$ cat config.mk
export PLATFORM = sky130hd
export DESIGN_NAME = layer_out_sequencer_flat
export DESIGN_NICKNAME = d
export VERILOG_FILES = /design/src/rtl/layer_out_sequencer_if.sv /design/src/rtl/layer_out_sequencer.sv /design/src/flat_wrapper.sv
export SDC_FILE = /design/constraint.sdc
export NUM_CORES = 1
export LEC_CHECK = 0
export ABC_AREA = 1
export CAP_MARGIN = 5
export CORE_ASPECT_RATIO = 0.6
export CORE_UTILIZATION = 52
export CTS_BUF_LIST = sky130_fd_sc_hd__clkbuf_8
export CTS_CLUSTER_SIZE = 8
export DETAILED_ROUTE_END_ITERATION = 8
export GPL_ROUTABILITY_DRIVEN = 0
export PLACE_DENSITY_LB_ADDON = 0.2
export SKIP_CTS_REPAIR_TIMING = 1
export SYNTH_ARGS = -nofsm -noshare
export SYNTH_HDL_FRONTEND = slang
export SYNTH_SLANG_ARGS = --single-unit
export TNS_END_PERCENT = 20
$ cat constraint.sdc
create_clock -name clk -period 6.5 [get_ports clk]
set_input_delay 0.65 -clock clk [delete_from_list [all_inputs] [get_ports clk]]
set_output_delay 0.65 -clock clk [all_outputs]
set_load 0.01 [all_outputs]
$ cat src/rtl/layer_out_sequencer_if.sv
// Bus bundle between a parallel-output neuron layer, the serialising sequencer and the next layer.
interface layer_out_sequencer_if #(
  parameter int NN        = 10,
  parameter int dataWidth = 16,
  parameter int IDXW      = 4
);
  logic [NN-1:0]           i_valid;
  logic [NN*dataWidth-1:0] i_data;
  logic                    x_valid;
  logic [dataWidth-1:0]    x_out;
  logic [IDXW-1:0]         x_idx;
  logic                    busy;
  logic                    layer_done;
  logic                    partial_err;
  logic                    overrun_err;
  logic [IDXW-1:0]         argmax_idx;
  logic                    argmax_valid;

  modport slave (
    input  i_valid, i_data,
    output x_valid, x_out, x_idx, busy, layer_done,
           partial_err, overrun_err, argmax_idx, argmax_valid
  );

  modport master (
    output i_valid, i_data,
    input  x_valid, x_out, x_idx, busy, layer_done,
           partial_err, overrun_err, argmax_idx, argmax_valid
  );
endinterface

$ cat src/rtl/layer_out_sequencer.sv
// Captures a layer's parallel output vector and replays it one element per cycle.
// Optional signed argmax tracker enabled by defining LAYER_ARGMAX_EN.
module layer_out_sequencer #(
  parameter int NN        = 10,
  parameter int dataWidth = 16,
  parameter int IDXW      = 4
) (
  input logic                  clk,
  input logic                  rst,
  layer_out_sequencer_if.slave bus
);

  typedef enum logic {IDLE, SEND} state_t;

  state_t               state, state_nx;
  logic [IDXW-1:0]      cnt;
  logic [dataWidth-1:0] data_buf [NN];
  logic                 done_q;
  logic                 partial_q;
  logic                 overrun_q;
  logic                 cap_req;
  logic                 last;

  assign cap_req = bus.i_valid[0];
  assign last    = (cnt == IDXW'(NN - 1));

  always_ff @(posedge clk) begin
    if (rst) state <= IDLE;
    else     state <= state_nx;
  end

  always_comb begin
    state_nx = state;
    case (state)
      IDLE:    if (cap_req) state_nx = SEND;
      SEND:    if (last)    state_nx = IDLE;
      default: state_nx = IDLE;
    endcase
  end

  // cnt parks on the last index after a stream so x_out/x_idx hold their final value.
  always_ff @(posedge clk) begin
    if (rst) begin
      cnt       <= '0;
      done_q    <= 1'b0;
      partial_q <= 1'b0;
      overrun_q <= 1'b0;
      for (int unsigned k = 0; k < NN; k++) data_buf[k] <= '0;
    end else begin
      done_q <= (state == SEND) && last;
      if ((bus.i_valid != '0) && (bus.i_valid != '1)) partial_q <= 1'b1;
      if ((state == SEND) && cap_req) overrun_q <= 1'b1;
      if ((state == IDLE) && cap_req) begin
        cnt <= '0;
        for (int unsigned k = 0; k < NN; k++)
          data_buf[k] <= bus.i_data[k*dataWidth +: dataWidth];
      end else if ((state == SEND) && !last) begin
        cnt <= cnt + 1'b1;
      end
    end
  end

`ifdef LAYER_ARGMAX_EN
  logic signed [dataWidth-1:0] max_val;
  logic [IDXW-1:0]             max_idx;
  logic [IDXW-1:0]             amax_idx_q;
  logic                        amax_v_q;
  logic                        take;
  logic [IDXW-1:0]             idx_nx;

  // Strict greater-than keeps the lower index on ties; element 0 always seeds the tracker.
  always_comb begin
    take   = (cnt == '0) || ($signed(data_buf[cnt]) > max_val);
    idx_nx = take ? cnt : max_idx;
  end

  always_ff @(posedge clk) begin
    if (rst) begin
      max_val    <= '0;
      max_idx    <= '0;
      amax_idx_q <= '0;
      amax_v_q   <= 1'b0;
    end else begin
      amax_v_q <= (state == SEND) && last;
      if (state == SEND) begin
        if (take) begin
          max_val <= $signed(data_buf[cnt]);
          max_idx <= cnt;
        end
        if (last) amax_idx_q <= idx_nx;
      end
    end
  end
`endif

  always_comb begin
    bus.x_valid     = (state == SEND);
    bus.busy        = (state == SEND);
    bus.x_out       = data_buf[cnt];
    bus.x_idx       = cnt;
    bus.layer_done  = done_q;
    bus.partial_err = partial_q;
    bus.overrun_err = overrun_q;
`ifdef LAYER_ARGMAX_EN
    bus.argmax_idx   = amax_idx_q;
    bus.argmax_valid = amax_v_q;
`else
    bus.argmax_idx   = '0;
    bus.argmax_valid = 1'b0;
`endif
  end

endmodule

$ cat src/flat_wrapper.sv
// flat-port wrapper written by rule: the top's interface ports become plain ports
module layer_out_sequencer_flat 
#(
  parameter int NN        = 10,
  parameter int dataWidth = 16,
  parameter int IDXW      = 4
)
  (clk, rst, bus_i_valid, bus_i_data, bus_x_valid, bus_x_out, bus_x_idx, bus_busy, bus_layer_done, bus_partial_err, bus_overrun_err, bus_argmax_idx, bus_argmax_valid);
  layer_out_sequencer_if #(.NN(NN), .dataWidth(dataWidth), .IDXW(IDXW)) bus_i ();
  input logic clk;
  input logic rst;
  input wire logic [$bits(bus_i.i_valid)-1:0] bus_i_valid;
  input wire logic [$bits(bus_i.i_data)-1:0] bus_i_data;
  output wire logic [$bits(bus_i.x_valid)-1:0] bus_x_valid;
  output wire logic [$bits(bus_i.x_out)-1:0] bus_x_out;
  output wire logic [$bits(bus_i.x_idx)-1:0] bus_x_idx;
  output wire logic [$bits(bus_i.busy)-1:0] bus_busy;
  output wire logic [$bits(bus_i.layer_done)-1:0] bus_layer_done;
  output wire logic [$bits(bus_i.partial_err)-1:0] bus_partial_err;
  output wire logic [$bits(bus_i.overrun_err)-1:0] bus_overrun_err;
  output wire logic [$bits(bus_i.argmax_idx)-1:0] bus_argmax_idx;
  output wire logic [$bits(bus_i.argmax_valid)-1:0] bus_argmax_valid;
  assign bus_i.i_valid = bus_i_valid;
  assign bus_i.i_data = bus_i_data;
  assign bus_x_valid = bus_i.x_valid;
  assign bus_x_out = bus_i.x_out;
  assign bus_x_idx = bus_i.x_idx;
  assign bus_busy = bus_i.busy;
  assign bus_layer_done = bus_i.layer_done;
  assign bus_partial_err = bus_i.partial_err;
  assign bus_overrun_err = bus_i.overrun_err;
  assign bus_argmax_idx = bus_i.argmax_idx;
  assign bus_argmax_valid = bus_i.argmax_valid;
  layer_out_sequencer #(.NN(NN), .dataWidth(dataWidth), .IDXW(IDXW)) u_core (.clk(clk), .rst(rst), .bus(bus_i));
endmodule
Word-level counts from Yosys, hierarchy flattened
Memories as Yosys holds them, arrays and structs flattened. A register that Yosys moved wholly into a read port is not among the register bits.
Cells that the tools add are included.
{"block": "word_totals", "regBits": 8, "ramBits": 160, "input_bits": 172, "out_inout_bits": 30, "word_cells": 48, "mem_count": 1}
{"block": "op_classes", "add_sub_neg": 1, "n_eq_ne": 2, "n_mux": 20, "n_bitwise": 11, "n_reduce_logical": 8}
{"memory": "u_core.data_buf", "words": 10, "width": 16, "read_ports": 1, "rd_clocked_by_memory_dff": 1, "wr": 10, "line": "layer_out_sequencer.sv:17", "rtl": "logic [dataWidth-1:0] data_buf [NN];"}
{"cell": "two-way mux 16 bit", "count": 10}
{"cell": "inequality test 10 bit (second input constant)", "count": 1}
{"cell": "bitwise OR 1 bit", "count": 10}
{"cell": "nonzero test 10 bit", "count": 1}
{"cell": "two-way mux 4 bit", "count": 2}
{"cell": "two-way mux 1 bit", "count": 7}
{"cell": "logical AND 1 bit", "count": 5}
{"cell": "adder 4 x 1 -> 4 bit (second input constant)", "count": 1}
{"cell": "equality test 4 bit (second input constant)", "count": 1}
{"cell": "case mux 1 bit (2 select lines)", "count": 1}
{"cell": "OR reduction 2 bit", "count": 1}
{"cell": "logical NOT 1 bit", "count": 1}
{"cell": "inverter 1 bit", "count": 1}

Longest topological paths before layout
Gate-level depths: netlist of run 1.
{"block": "logic_depth", "depth_word": 6, "depth_mapped": 9, "depth_no_buf": 8}

Worst setup path before layout of run 1
Ideal clock, no wire load.
{"block": "synth_path", "path_type": "input port to flip-flop", "start": "in bus_i_valid[0]", "end": "mem u_core.data_buf[0][0] (enable)", "setup_time_ns": 0.533, "arrival_ns": 4.218, "t_required_ns": 5.967, "setup_slack_ns": 1.749, "stages": 2, "n_path_buf": 0, "cell_sequence": "nand2_1 > nand2_1"}
{"element": "start: declaration", "line": "flat_wrapper.sv:12", "rtl": "input wire logic [$bits(bus_i.i_valid)-1:0] bus_i_valid;"}
{"element": "end: declaration", "line": "layer_out_sequencer.sv:17"}

==> results of run 1 <==
[worst reg2reg max path, stage by stage, from the launching register on]
cell and delay [ns]:
sky130_fd_sc_hd__dfxtp_1 0.39, sky130_fd_sc_hd__inv_2 0.12, sky130_fd_sc_hd__nand2_1 0.09, sky130_fd_sc_hd__nand2_4 0.82, sky130_fd_sc_hd__buf_4 0.70
[cells in the final DEF, fill, tap and decap left out, types with 2 or more instances in the layout]
master	count
sky130_fd_sc_hd__inv_6	3
sky130_fd_sc_hd__buf_4	5
sky130_fd_sc_hd__nand3_1	96
sky130_fd_sc_hd__nor2_1	204
sky130_fd_sc_hd__clkinv_4	2
sky130_fd_sc_hd__xor2_1	2
sky130_fd_sc_hd__nor3_1	3
sky130_fd_sc_hd__nand2_1	191
sky130_fd_sc_hd__inv_2	2
sky130_fd_sc_hd__clkdlybuf4s50_1	196
sky130_fd_sc_hd__clkinvlp_4	2
sky130_fd_sc_hd__a21oi_1	6
sky130_fd_sc_hd__dfxtp_1	11
sky130_fd_sc_hd__or2_2	2
sky130_fd_sc_hd__o21ai_0	17
sky130_fd_sc_hd__clkinv_8	2
sky130_fd_sc_hd__conb_1	5
sky130_fd_sc_hd__edfxtp_1	160
sky130_fd_sc_hd__inv_1	264
sky130_fd_sc_hd__ha_1	2
sky130_fd_sc_hd__inv_8	5
sky130_fd_sc_hd__clkbuf_8	17
[final timing paths]
kind,from,end,cells past startpoint
max,flip-flop,bus_x_out[12],7
min,u_core.bus.partial_err,u_core.bus.partial_err,2
max reg2reg,u_core.bus.busy,u_core.data_buf[7][14],4
min reg2reg,u_core.bus.partial_err,u_core.bus.partial_err,2
[routing by layer]
metal / share of wire [%] / GRT usage [%] / vias up / routed length (um)
met5: 0.048 / 0 / - / 10
met4: 0.89 / 6.493 / 2 / 184
met3: 10 / 6.995 / 22 / 2158
met2: 44 / 37.85 / 280 / 9040
met1: 45 / 36.09 / 3048 / 9382
li1: - / - / 3390 / -
[area by class of cell]
cell class / count / area [um^2] / area share (%)
clock buffers: 17 / 234.0 / 2.146
well taps: 203 / 254.0 / 2.329
inverters: 266 / 1001 / 9.180
clock inverters: 15 / 151.4 / 1.388
flip-flops and latches: 172 / 5049 / 46.30
repair buffers: 201 / 1999 / 18.34
multi-input cells: 533 / 2216 / 20.32
[metrics by stage]
stage / cell area [um^2] / util [%]
2_1_floorplan: 8606 / -
3_3_place_gp: 10520 / 66.91
3_5_place_dp: 10520 / 66.91
4_1_cts: 10900 / 69.36
5_1_grt: 10900 / 69.36
6_report: 10900 / 69.36
[flip-flops by register name, summed over array words and instances (netlist names), named ones only]
signal,count
u_core.data_buf,160
u_core.bus.busy,1
u_core.bus.partial_err,1
u_core.bus.overrun_err,1
u_core.bus.x_idx,4
u_core.bus.layer_done,1
[where the power goes]
group	total (W)	switching (W)	internal (W)
sequential	0.00135	0.0000397	0.00131
combinational	0.000383	0.000204	0.000179
clock	0.000732	0.000445	0.000286
total	0.00247	0.000689	0.00178
[cells by family after synthesis]
| group | count (synthesis) | synth area share (%) |
|---|---|---|
| other cells | 1 | 0.04365 |
| flops | 172 | 58.72 |
| buf+inv | 319 | 15.83 |
| simple gates | 501 | 23.57 |
| fa+ha+maj | 2 | 0.2912 |
| compound gates | 23 | 1.340 |
| xor+xnor | 2 | 0.2039 |
==> impl_metrics.csv, run 1 <==
group,metric,value,unit
status,outcome,"finished clean",
grt,grt-ovfl-total,0,
timing,finalSetupViolations,0,
yosys,post-synth-top-count-cell,"sky130_fd_sc_hd__inv_1",
grt,grt_antenna_before_repair,1,
final_layout,filler_cell_count,1208,
floorplanning,row_count,35,
yosys,yosysWarningCount,0,
yosys,synth-edff-count,160,
timing,worst_clock_skew,0.01770,ns
drt,vias,6742,
grt,maximum_number_of_pins_on_one_net_before_global_route_repair,86,
yosys,synthesis.area_per_instance,8.422,um^2
floorplanning,die_height,101.6,um
worst_setup_path,cpMaxStageDelayCell,"sky130_fd_sc_hd__dfxtp_4",
timing,worst_pin_slew,1.149,ns
yosys,synth_seq_cells,172,
timing,maxSlewViolCount,0,
final_layout,layout_cell_share_with_drive_strength_beyond_1,3.738,%
grt,grt_pass1_wl,32530,um
floorplanning,starting_density_of_the_core,54.64,%
yosys,ys_async_sr_fraction,0,%
yosys,cell_count_after_synthesis,1020,
drt,iteration_count_of_the_initial_detailed_routing_pass,5,
place,detailedPlacementHpwl,14340,um
worst_hold_path,hold_class,"reg -> reg",
clock_network,cts.htree.levels,4,
timing,layout_worst_path_cycle_share,59.16,%
yosys,synth_top_flop_cell,"sky130_fd_sc_hd__edfxtp_1",
worst_setup_path,slowest_delay,0.92,ns
drt,ant_nets,0,
yosys,synth.distinct_cells,24,
timing,timing_hold_violations_final,0,
pwr,ir_drop,0.1311,mV
floorplanning,io_pins,202,
pwr,reported_leakage_power,5.207,nW
final_layout,final_cells,1407,
timing,grt_setup_unrepaired,"false",
place,pre_cts_ws,3.161,ns
pwr,power.total,0.002467,W
worst_setup_path,critical_path.cell_chain,"inv_4 > nand2_1 > nand3_1 > nand3_1 > nand3_1 > nand2_1 > clkdlybuf4s50_1",
clock_network,cts-root-buf,"sky130_fd_sc_hd__clkbuf_8",
final_layout,final_nets,1365,
clock_network,ctsLongestPathBuffers,2,
place,port-buffer-count,196,
pwr,power_density,226.3,nW/um^2
timing,holdWs,0.4597,ns
drt,routed_wl,20780,um
grt,vias_in_the_first_global_route,6453,
timing,maxSlewHeadroom,23.40,%
timing,setup_total_negative_slack,0,ns
floorplanning,design.core.area,15720,um^2
drt,wl_per_cell,14.77,um
worst_setup_path,reg2reg_slack,3.96,ns
floorplanning,die_width,167.9,um
grt,grt_usage,25.15,%
worst_setup_path,crit_arrival,3.20,ns
job,cap_violations,0,
worst_setup_path,start_kind,"flip-flop",
worst_setup_path,worst_path_most_repeated_cell,"sky130_fd_sc_hd__nand3_1",
final_layout,insertedDiodeCount,0,
yosys,synth_area_leader_cell,"sky130_fd_sc_hd__edfxtp_1",
yosys,synth.cell_area,8591,um^2
clock_network,clk_transition_reported_paths,0.10,ns
timing,achievable-frequency,0.2601,GHz
drt,initialDrtViolationCount,722,
clock_network,numCtsBuffers,17,
drt,post_drt_via_cell_ratio,4.792,
clock_network,clk_latency,0.46,ns
drt,remaining_drc_errors,0,
timing,final_setup_margin,2.655,ns
worst_setup_path,critPathRequiredTime,5.85,ns
yosys,synth.yosys.seq_area_share,58.72,%
worst_setup_path,path_class,"reg -> out",
worst_setup_path,path_delay_family,"buffers and inverters",
worst_setup_path,critPathMaxFanout,81,
clock_network,number_of_clock_sinks,172,
floorplanning,die_area,17060,um^2
timing,final_period_minus_worst_setup_slack,3.845,ns
yosys,synth_top_area_share,55.93,%
yosys,yosys-top-cells-count,"263 x sky130_fd_sc_hd__inv_1, 204 x sky130_fd_sc_hd__nor2_1, 192 x sky130_fd_sc_hd__nand2_1",
clock_network,tritoncts,"built",
yosys,synth.top_cells.by_area,"sky130_fd_sc_hd__edfxtp_1 56%, sky130_fd_sc_hd__inv_1 11%, sky130_fd_sc_hd__nor2_1 8.9%",
final_layout,area_growth_syn_to_layout,26.93,%
place,post-place-cells,1375,
worst_setup_path,critPathCaptureType,"primary output",
worst_setup_path,critical_path_buf_inv_count,2,
(Power assumes the default switching activity.)
==> run 2, diff against run 1 <==
--- a/config.mk
+++ b/config.mk
@@ -8,7 +8,7 @@
 export ABC_AREA = 1
 export CAP_MARGIN = 5
 export CORE_ASPECT_RATIO = 0.6
-export CORE_UTILIZATION = 52
+export CORE_UTILIZATION = 47
 export CTS_BUF_LIST = sky130_fd_sc_hd__clkbuf_8
 export CTS_CLUSTER_SIZE = 8
 export DETAILED_ROUTE_END_ITERATION = 8
==> constraint.sdc (replaced) <==
create_clock -name clk -period 3.1 [get_ports clk]
set_input_delay 0.31 -clock clk [delete_from_list [all_inputs] [get_ports clk]]
set_output_delay 0.31 -clock clk [all_outputs]
set_load 0.01 [all_outputs]
==> impl_metrics.csv, run 2 (synthesis gave the netlist of run 1 again) <==
group,metric,value,unit
status,outcome,"finished clean",
grt,maximum_number_of_pins_on_one_net_before_global_route_repair,107,
clock_network,ctsLongestPathBuffers,2,
timing,setup_total_negative_slack,0,ns
drt,iteration_count_of_the_initial_detailed_routing_pass,7,
final_layout,layout_cell_share_with_drive_strength_beyond_1,4.290,%
floorplanning,die_width,176.5,um
floorplanning,die_height,106.7,um
drt,initialDrtViolationCount,866,
floorplanning,starting_density_of_the_core,49.09,%
grt,vias_in_the_first_global_route,6464,
worst_setup_path,critPathMaxFanout,43,
grt,grt_pass1_wl,34050,um
timing,timing_hold_violations_final,0,
timing,final_setup_margin,0.3796,ns
drt,ant_nets,0,
clock_network,cts.htree.levels,4,
final_layout,final_cell_mix,"264 x sky130_fd_sc_hd__inv_1, 204 x sky130_fd_sc_hd__nor2_1, 196 x sky130_fd_sc_hd__clkdlybuf4s50_1",
place,detailedPlacementHpwl,15350,um
clock_network,tritoncts,"built",
final_layout,insertedDiodeCount,0,
final_layout,finalInstanceArea,11090,um^2
worst_setup_path,crit_arrival,2.41,ns
timing,final_period_minus_worst_setup_slack,2.720,ns
pwr,ir_drop,0.2887,mV
clock_network,cts-root-buf,"sky130_fd_sc_hd__clkbuf_8",
place,dpl-instance-area,10690,um^2
worst_setup_path,critPathRequiredTime,2.79,ns
drt,routed_wl,21780,um
drt,remaining_drc_errors,0,
timing,maxSlewViolCount,0,
timing,grt_setup_unrepaired,"false",
grt,grt-ovfl-total,0,
floorplanning,row_count,37,
worst_hold_path,hold_class,"reg -> reg",
clock_network,clk_latency,0.45,ns
worst_setup_path,critPathCaptureType,"primary output",
place,port-buffer-count,196,
final_layout,regMostFlops,"u_core.data_buf",
clock_network,clk_transition_reported_paths,0.09,ns
timing,worst_pin_slew,0.6518,ns
timing,holdWs,0.4643,ns
final_layout,largest_register_ffs,160,
grt,grt_antenna_before_repair,1,
drt,vias,6906,
timing,achievable-frequency,0.3676,GHz
clock_network,numCtsBuffers,17,
pwr,reported_leakage_power,5.279,nW
timing,maxSlewHeadroom,56.55,%
floorplanning,die_area,18840,um^2
job,cap_violations,0,
timing,finalSetupViolations,0,
worst_setup_path,start_kind,"flip-flop",
timing,worst_clock_skew,0.009682,ns
clock_network,number_of_clock_sinks,172,
place,pre_cts_ws,0.7943,ns
final_layout,leading_cell_type_in_the_layout_fill_and_taps_excluded,"sky130_fd_sc_hd__inv_1",
drt,post_drt_via_cell_ratio,4.776,
final_layout,final_nets,1373,
worst_setup_path,path_class,"reg -> out",
final_layout,area_growth_syn_to_layout,29.07,%
timing,layout_worst_path_cycle_share,87.75,%
drt,wl_per_cell,15.06,um
floorplanning,design.core.area,17500,um^2
grt,grt_usage,24.04,%
floorplanning,io_pins,202,
pwr,power_density,474.7,nW/um^2
## run 2: changes by cell type in the layout (fill, tap and decap cells not counted), moves of 2 or more
cell / before / now
sky130_fd_sc_hd__inv_8: 5 / 3
sky130_fd_sc_hd__clkinv_4: 2 / 4
sky130_fd_sc_hd__buf_12: 0 / 5
sky130_fd_sc_hd__inv_6: 3 / 1
sky130_fd_sc_hd__clkinv_8: 2 / 0
sky130_fd_sc_hd__buf_4: 5 / 8
sky130_fd_sc_hd__bufinv_16: 0 / 2
## run 2: power breakdown
part           total (W)  internal (W)  switching [W]  leakage, nW
clock network    0.00160      0.000732       0.000864        0.201
logic           0.000844      0.000393       0.000451         3.25
registers        0.00282       0.00275      0.0000716         1.83
## run 2: through the flow
| stage | std cells | power, W | util, % |
|---|---|---|---|
| finish | 1446 | 0.005263 | 63.36 |
| global route | 1446 | 0.005475 | 63.36 |
| CTS | 1446 | 0.005276 | 63.36 |
| detailed placement | 1414 | 0.003711 | 61.08 |
| global placement | 1414 | 0.003700 | 61.08 |
| floorplan | 1024 | 0.003286 | - |
## run 2: final timing paths
kind | slack [ns] | cells past startpoint | end | startpoint
setup / recovery | 0.38 | 8 | bus_x_out[12] | flip-flop
hold / removal | 0.46 | 2 | u_core.bus.partial_err | u_core.bus.partial_err
setup reg to reg | 1.27 | 4 | u_core.data_buf[8][4] | u_core.bus.busy
hold reg to reg | 0.46 | 2 | u_core.bus.partial_err | u_core.bus.partial_err
## run 2: area by class of cell
| class | count | area (um^2) |
|---|---|---|
| well taps | 234 | 292.8 |
| fillers | 1494 | 6411 |
| flip-flops and latches | 172 | 5049 |
| repair buffers | 209 | 2122 |
| clock buffers | 17 | 234.0 |
| multi-input cells | 533 | 2225 |
| clock inverters | 15 | 165.2 |
| inverters | 266 | 1001 |
## run 2: per-layer routing
metal / GRT usage, % / share of wire, %
met1: 37.56 / 48
met2: 33.08 / 40
met3: 5.780 / 10
met4: 5.788 / 1.2
met5: 0 / 0.055
## run 2: worst max-delay path, stage by stage, from the launching register on
cell                              delay (ns)
sky130_fd_sc_hd__dfxtp_4                0.37
sky130_fd_sc_hd__buf_4                  0.39
sky130_fd_sc_hd__nand2_1                0.12
sky130_fd_sc_hd__nand2_1                0.10
sky130_fd_sc_hd__nand2_1                0.05
sky130_fd_sc_hd__nand3_1                0.17
sky130_fd_sc_hd__nand3_1                0.14
sky130_fd_sc_hd__nand2_1                0.09
sky130_fd_sc_hd__clkdlybuf4s50_1        0.53
